**config.mk**
```make
export PLATFORM = sky130hd
export DESIGN_NAME = mem_port_arbiter
export DESIGN_NICKNAME = d
export VERILOG_FILES = /design/src/rtl/mem_arb_pkg.sv /design/src/rtl/mem_arb_pri_sel.sv /design/src/rtl/mem_port_arbiter.sv
export SDC_FILE = /design/constraint.sdc
export NUM_CORES = 1
export LEC_CHECK = 0
export CAP_MARGIN = 25
export CORE_MARGIN = 5
export CORE_UTILIZATION = 37
export CTS_CLUSTER_SIZE = 12
export DETAILED_ROUTE_END_ITERATION = 8
export PLACE_DENSITY = 0.77
export SKIP_CTS_REPAIR_TIMING = 1
export SLEW_MARGIN = 20
export SYNTH_ARGS = -nofsm -noshare
export SYNTH_HDL_FRONTEND = slang
export SYNTH_SLANG_ARGS = --single-unit
```
**constraint.sdc**
```tcl
create_clock -name clk -period 1.75 [get_ports clk]
set_input_delay 0.2625 -clock clk [delete_from_list [all_inputs] [get_ports clk]]
set_output_delay 0.2625 -clock clk [all_outputs]
set_load 0.02 [all_outputs]
```
**src/rtl/mem_arb_pkg.sv**
```systemverilog
// Shared encodings and helpers for the unified-memory port arbiter.
package mem_arb_pkg;

  typedef enum logic [1:0] {
    OWN_NONE = 2'd0,
    OWN_IF   = 2'd1,
    OWN_DM   = 2'd2,
    OWN_IV   = 2'd3
  } owner_t;

  typedef enum logic {
    ST_IDLE   = 1'b0,
    ST_ACCESS = 1'b1
  } state_t;

  // Ceiling log2 with a floor of 1 so MEM_LAT=1 still gets a 1-bit counter.
  function automatic int clog2(input int v);
    int r;
    r = 0;
    while ((1 << r) < v) r++;
    return (r < 1) ? 1 : r;
  endfunction

endpackage

```
**src/rtl/mem_arb_pri_sel.sv**
```systemverilog
// Combinational winner picker: IV first, then DM over IF unless IF is promoted.
module mem_arb_pri_sel
  import mem_arb_pkg::*;
(
  input  logic       if_req,
  input  logic       dm_req,
  input  logic       iv_req,
  input  logic       promote_if,
  output logic [1:0] sel
);

  always_comb begin
    sel = OWN_NONE;
    if (iv_req)                    sel = OWN_IV;
    else if (promote_if && if_req) sel = OWN_IF;
    else if (dm_req)               sel = OWN_DM;
    else if (if_req)               sel = OWN_IF;
  end

endmodule

```
**src/rtl/mem_port_arbiter.sv**
```systemverilog
// Shares the single-ported memory between fetch, data and vector requesters,
// one fixed-latency access at a time, with starvation promotion for fetch.
module mem_port_arbiter
  import mem_arb_pkg::*;
#(
  parameter int AW         = 8,
  parameter int DW         = 8,
  parameter int MEM_LAT    = 2,
  parameter int STARVE_LIM = 4
) (
  input  logic          clk,
  input  logic          rst,
  input  logic          if_req,
  input  logic [AW-1:0] if_addr,
  input  logic          if_flush,
  output logic          if_ack,
  output logic [DW-1:0] if_rdata,
  output logic          if_stall,
  input  logic          dm_req,
  input  logic          dm_we,
  input  logic [AW-1:0] dm_addr,
  input  logic [DW-1:0] dm_wdata,
  output logic          dm_ack,
  output logic [DW-1:0] dm_rdata,
  input  logic          iv_req,
  input  logic [AW-1:0] iv_addr,
  output logic          iv_ack,
  output logic [DW-1:0] iv_rdata,
  output logic          mem_en,
  output logic          mem_we,
  output logic [AW-1:0] mem_addr,
  output logic [DW-1:0] mem_wdata,
  input  logic [DW-1:0] mem_rdata,
  output logic [1:0]    owner
);

  localparam int CW = clog2(MEM_LAT);
  localparam int SW = clog2(STARVE_LIM + 1);

  state_t        state_reg;
  owner_t        owner_reg;
  logic [CW-1:0] cnt_reg;
  logic [SW-1:0] starve_reg;
  logic          flush_pend_reg;
  logic          mem_en_reg;
  logic          mem_we_reg;
  logic [AW-1:0] mem_addr_reg;
  logic [DW-1:0] mem_wdata_reg;

  logic [1:0]    winner;
  logic [AW-1:0] win_addr;
  logic          any_req;
  logic          promote_if;
  logic          last_cycle;

  assign any_req    = if_req | dm_req | iv_req;
  assign promote_if = (starve_reg == SW'(STARVE_LIM));
  assign last_cycle = (state_reg == ST_ACCESS) && (cnt_reg == CW'(MEM_LAT - 1));

  mem_arb_pri_sel u_pri_sel (
    .if_req     (if_req),
    .dm_req     (dm_req),
    .iv_req     (iv_req),
    .promote_if (promote_if),
    .sel        (winner)
  );

  always_comb begin
    win_addr = if_addr;
    if (winner == OWN_DM)      win_addr = dm_addr;
    else if (winner == OWN_IV) win_addr = iv_addr;
  end

  always_ff @(posedge clk or negedge rst) begin
    if (!rst) begin
      state_reg      <= ST_IDLE;
      owner_reg      <= OWN_NONE;
      cnt_reg        <= '0;
      starve_reg     <= '0;
      flush_pend_reg <= 1'b0;
      mem_en_reg     <= 1'b0;
      mem_we_reg     <= 1'b0;
      mem_addr_reg   <= '0;
      mem_wdata_reg  <= '0;
    end else begin
      // Fetch starvation counter: only DM grants that jump a waiting fetch count.
      if (!if_req) begin
        starve_reg <= '0;
      end else if (state_reg == ST_IDLE && any_req) begin
        if (winner == OWN_IF)
          starve_reg <= '0;
        else if (winner == OWN_DM && !promote_if)
          starve_reg <= starve_reg + 1'b1;
      end

      if (state_reg == ST_IDLE) begin
        if (any_req) begin
          state_reg     <= ST_ACCESS;
          owner_reg     <= owner_t'(winner);
          cnt_reg       <= '0;
          mem_en_reg    <= 1'b1;
          mem_we_reg    <= (winner == OWN_DM) && dm_we;
          mem_addr_reg  <= win_addr;
          mem_wdata_reg <= (winner == OWN_DM) ? dm_wdata : '0;
        end
      end else begin
        cnt_reg <= cnt_reg + 1'b1;
        if (if_flush && owner_reg == OWN_IF)
          flush_pend_reg <= 1'b1;
        if (last_cycle) begin
          state_reg      <= ST_IDLE;
          owner_reg      <= OWN_NONE;
          cnt_reg        <= '0;
          mem_en_reg     <= 1'b0;
          mem_we_reg     <= 1'b0;
          flush_pend_reg <= 1'b0;
        end
      end
    end
  end

  // A flush seen earlier in the access or in the completing cycle kills the fetch ack.
  assign if_ack   = last_cycle && (owner_reg == OWN_IF) && !flush_pend_reg && !if_flush;
  assign dm_ack   = last_cycle && (owner_reg == OWN_DM);
  assign iv_ack   = last_cycle && (owner_reg == OWN_IV);
  assign if_rdata = if_ack ? mem_rdata : '0;
  assign dm_rdata = dm_ack ? mem_rdata : '0;
  assign iv_rdata = iv_ack ? mem_rdata : '0;
  assign if_stall = if_req & ~if_ack;

  assign mem_en    = mem_en_reg;
  assign mem_we    = mem_we_reg;
  assign mem_addr  = mem_addr_reg;
  assign mem_wdata = mem_wdata_reg;
  assign owner     = owner_reg;

endmodule
```
## Word level (Yosys, flattened, before mapping)

Cells that the tools add are included.

- Register bits: 26
- Input bits: 47
- Output and inout port bits: 48
- Word-level logic and storage cells: 76

- Add/sub/neg operators: 2
- Eq/ne operators: 10
- Muxes and demuxes: 30
- Reduce and logical (&&, ||, !) cells: 20
- Bitwise operators: 5

Operators with widths:

| operator | number |
|---|---|
| 2-to-1 mux 8 bit | 6 |
| 2-to-1 mux 1 bit | 14 |
| 2-to-1 mux 2 bit | 6 |
| 2-to-1 mux 3 bit | 4 |
| logical AND 1 bit | 11 |
| equality test 2 bit, second input constant | 4 |
| AND reduction 2 bit | 4 |
| equality test 2 x 1 -> 1 bit, second input constant | 2 |
| != test 2 x 1 -> 1 bit, second input constant | 2 |
| nonzero test 2 bit | 2 |
| adder 3 x 1 -> 3 bit, second input constant | 1 |
| equality test 3 bit, second input constant | 1 |
| zero test 1 bit | 3 |
| != test 3 x 1 -> 1 bit, second input constant | 1 |
| NOT 1 bit | 2 |
| bitwise OR 1 bit | 2 |
| adder 1 bit, second input constant | 1 |
| bitwise AND 1 bit | 1 |

## Depth between registers and ports, before layout

- Depth in word-level cells: 10
- Gate-level depth with buffers: 6
- Gate-level depth less buffers: 5

## Hierarchy

A second synthesis with hierarchy kept.

- Cells, all modules: 167
- Area total of the unflattened synthesis: 1576.5 sq um

By module, submodules not included:

| module | times used | cells an instance | area each (sq um) | seq. area each (sq um) |
|---|---|---|---|---|
| mem_port_arbiter | 1 | 163 | 1551.5 | 650.6 |
| mem_arb_pri_sel | 1 | 4 | 25.0 | 0.0 |

## Least setup slack after synthesis

Ideal clock, no wire load.

- Path type: register to output
- From: register owner_reg[1] (netlist: owner[1])
- To: output if_rdata[0]
- Cell stages (with the launch flop): 4
- Data arrival time: 1.732 ns
- Buffers on the path: 0
- Setup slack: -0.244 ns
- Required time: 1.487 ns
- Cell sequence: dfrtp_1 nand3b_1 nor4b_2 and2_1

- Cells in the longest elaborated chain, start to end: 5

Ends and longest elaborated chain:

| item | RTL line | RTL |
|---|---|---|
| from (decl) | mem_port_arbiter.sv:41 | `owner_t owner_reg;` |
| from (signal assigned) | mem_port_arbiter.sv:99 | `owner_reg <= owner_t'(winner);` |
| equality test 2 x 1 -> 1 bit | mem_port_arbiter.sv:123 | `assign if_ack = last_cycle && (owner_reg == OWN_IF) && !flush_pend_reg && !if_flush;` |
| logical AND 1 bit (3 in series) | mem_port_arbiter.sv:123 |  |
| net if_ack | mem_port_arbiter.sv:16 | `output logic if_ack,` |
| 2-to-1 mux 8 bit | mem_port_arbiter.sv:126 | `assign if_rdata = if_ack ? mem_rdata : '0;` |
| to (decl) | mem_port_arbiter.sv:17 | `output logic [DW-1:0] if_rdata,` |

The timed path passes the listed nets, and every way through them passes these cells.

## Worst setup path in the final report

- From: register owner_reg[1] (netlist: owner[1])
- To: output if_rdata[2]

- Cells in the longest elaborated chain, start to end: 5

Ends and longest elaborated chain:

| item | RTL line |
|---|---|
| equality test 2 x 1 -> 1 bit | mem_port_arbiter.sv:123 |
| logical AND 1 bit (3 in series) | mem_port_arbiter.sv:123 |
| 2-to-1 mux 8 bit | mem_port_arbiter.sv:126 |

Every way passes these cells.

==> flow_summary.yaml <==
cells_and_area:
  nets: 318
  final_common_cell: "clkdlybuf4s50_1"
  instances_no_fill: 318
  nFillCells: 321
  areaGrowthSynthToFinish_pct: 84.0
  fin_area_sq_mm: 0.00282
  final_cell_mix: "clkdlybuf4s50_1, buf_4, dfrtp_1"
  drive_above_1_share_pct: 29.5
  diodes: 0
floorplan:
  start_util_pct: 38.3
  core_area_sq_mm: 0.00400
  fp.dieArea_sq_mm: 0.00552
  fp-row-count: 23
  die_w_um: 74.3
  die_y_um: 74.3
  io-pin-count: 95
global_route:
  grtUsageMet1_pct: 21.9
  grt_pass1_wl_um: 7610
  use_met3_pct: 3.78
  grt_max_degree: 27
  busiest_layer: "met2"
  grt_pass1_vias: 1580
  antenna_found_initial: 0
  use_met2_pct: 31.3
  overflow: 0
  grtUsageTotal_pct: 17.8
routing:
  routed_wl_um: 4980
  viasPerCell: 5.09
  avgRoutedWirePerCell_um: 15.6
  first_iter_violations: 33
  dr_total_vias: 1618
  ant_nets: 0
  drc: 0
  drtPass1Iterations: 4
timing:
  final-setup-viol-count: 24
  fin_crit_ns: 1.80
  fmax_mhz: 555
  fin_ws_ns: -0.0517
  worst_pin_slew_ns: 0.361
  fin_hold_ws_ns: 0.344
  skew_ns: 0.00165
  grt_setup_unrepaired: "true"
  fin_crit_sh_pct: 103
  finalHoldViolCount: 0
  drv_slew: 0
  maxSlewHeadroom_pct: 75.6
pwr:
  power_mw: 3.39
  comb_power_share_pct: 56.6
  switchingPower_mw: 1.25
  switching_share_pct: 36.8
  internal_power_mw: 2.14
  power_density_mw_per_mm2: 1210
  p_leak_nw: 1.31
  clockPowerShare_pct: 15.0
  vdd_drop_max_uv: 578
  power_frac_seq_pct: 28.4
synthesis:
  syn_nets: 202
  synth_cells: 153
  ys_warn_count: 0
  syn-cell-area_sq_mm: 0.00153
  synth_edf_count: 0
  async_flop_share_pct: 100
  ys_ff_latch: 26
  ys_top_cells_by_area: "dfrtp_1, and2_1, a22o_1"
  ys_types: 33
  ys_seq_area_share_pct: 42.5
  ys.flop_type: "dfrtp_1"
  yosysTopAreaCell: "dfrtp_1"
  syn_area_per_cell_sq_um: 10.0
  synth_top_area_share_pct: 42.5
placed_design:
  hpwl_um: 3730
  placed_cells: 310
  port_buffers: 94
  place_area_sq_mm: 0.00268
  place_congestion: 0.755
worst_setup_path:
  cp_max_fo: 10
  slowest_delay_ns: 0.39
  cp.required_ns: 1.49
  cp_cell_sequence: "nand3b_1 > nor4b_4 > buf_6 > and2_2 > buf_4"
  cp-start-kind: "register"
  cp.arrival_ns: 1.54
  criticalPathCategory: "register to output pin"
  endpoint_kind: "output pin"
  cp_slowest_cell: "dfrtp_1"
clock_tree:
  insertion_delay_ns: 0.28
  clock-root-buffer: "clkbuf_8"
  cts_tree: "yes"
  clockBufferDepth: 2
  clk_pin_slew_worst_paths_ns: 0.09
  cts_sinks: 26
  cts_buffers: 3
  h-tree-depth: 1
outcome:
  violations: "negative setup slack"
  outcome: "complete, but fails checks"
flow_run:
  maxCapViolations: 0
worst_hold_path:
  holdCritPathClass: "input pin to asynchronous set/reset pin"
-- per-stage QoR --
step | utilization, % | TNS, ns | worst slack, ns
after floorplan | - | -2.68 | -0.174
final | 70.4 | -0.557 | -0.0517
after global placement | 67.0 | -7.70 | -0.397
after global routing | 70.4 | -2.39 | -0.119
after detailed placement | 67.0 | -8.86 | -0.424
after CTS | 68.8 | -13.76 | -0.545
-- synth_stat cells (2+ instances only) --
| master | n |
|---|---|
| a21boi_0 | 2 |
| a21oi_1 | 4 |
| a221o_1 | 8 |
| a22o_1 | 16 |
| a311oi_1 | 8 |
| and2_1 | 24 |
| buf_2 | 8 |
| clkbuf_1 | 3 |
| dfrtp_1 | 26 |
| ha_1 | 2 |
| inv_1 | 12 |
| nand2_1 | 3 |
| nand3b_1 | 2 |
| nor2b_1 | 10 |
| nor3_1 | 3 |
| o211ai_1 | 2 |
| o21ai_0 | 4 |
-- cell type report --
type / instances / area (sq um) / share of cell area [%]
Clock buffer: 3 / 41.3 / 1.47
Clock inverter: 1 / 30.0 / 1.07
Inverter: 12 / 45.0 / 1.60
Multi-Input combinational cell: 103 / 827 / 29.4
Sequential cell: 26 / 651 / 23.1
Tap cell: 50 / 62.6 / 2.22
Timing Repair Buffer: 123 / 1160 / 41.2
-- per-layer routing --
layer,wire (um),up-vias
met3,373,11
met2,2480,56
met5,0,-
met4,108,0
met1,2010,756
li1,-,795
-- logic make-up after synthesis --
family / after synthesis / synth area share [%]
multiplexers: 1 / 0.736
adder cells (fa/ha/maj): 2 / 1.64
flip-flops: 26 / 42.5
AO/OA/AOI/OAI: 49 / 26.4
AND/OR/NAND/NOR: 51 / 21.7
buffers and inverters: 24 / 7.03
-- power groups by stage --
stage / Clock [mW] / Sequential, mW / Combinational [mW]
global route: 0.538 / 0.998 / 2.06
CTS: 0.520 / 0.967 / 1.85
floorplan: 0 / 1.22 / 0.635
global placement: 0 / 0.966 / 1.81
detailed placement: 0 / 0.975 / 1.84
finish: 0.509 / 0.965 / 1.92
-- worst paths after layout --
kind	start	slack (ns)	end	cells past startpoint
setup / recovery	owner[1]	-0.05	if_rdata[2]	5
hold / removal	rst	0.34	starve_reg[1]	2
setup reg to reg	starve_reg[0]	0.08	starve_reg[1]	6
hold reg to reg	mem_en	0.50	mem_en	2
max in group asynchronous	rst	1.15	mem_addr[0]	2
min in group clk	mem_en	0.50	mem_en	2
-- worst max-delay path: cells and delay by family (launching register included) --
kind	cells	cell delay (ns)
buffers and inverters	2	0.29
DFF	1	0.39
and+or+nand+nor	3	0.59
Note: power is estimated with default switching activity, not from simulation.
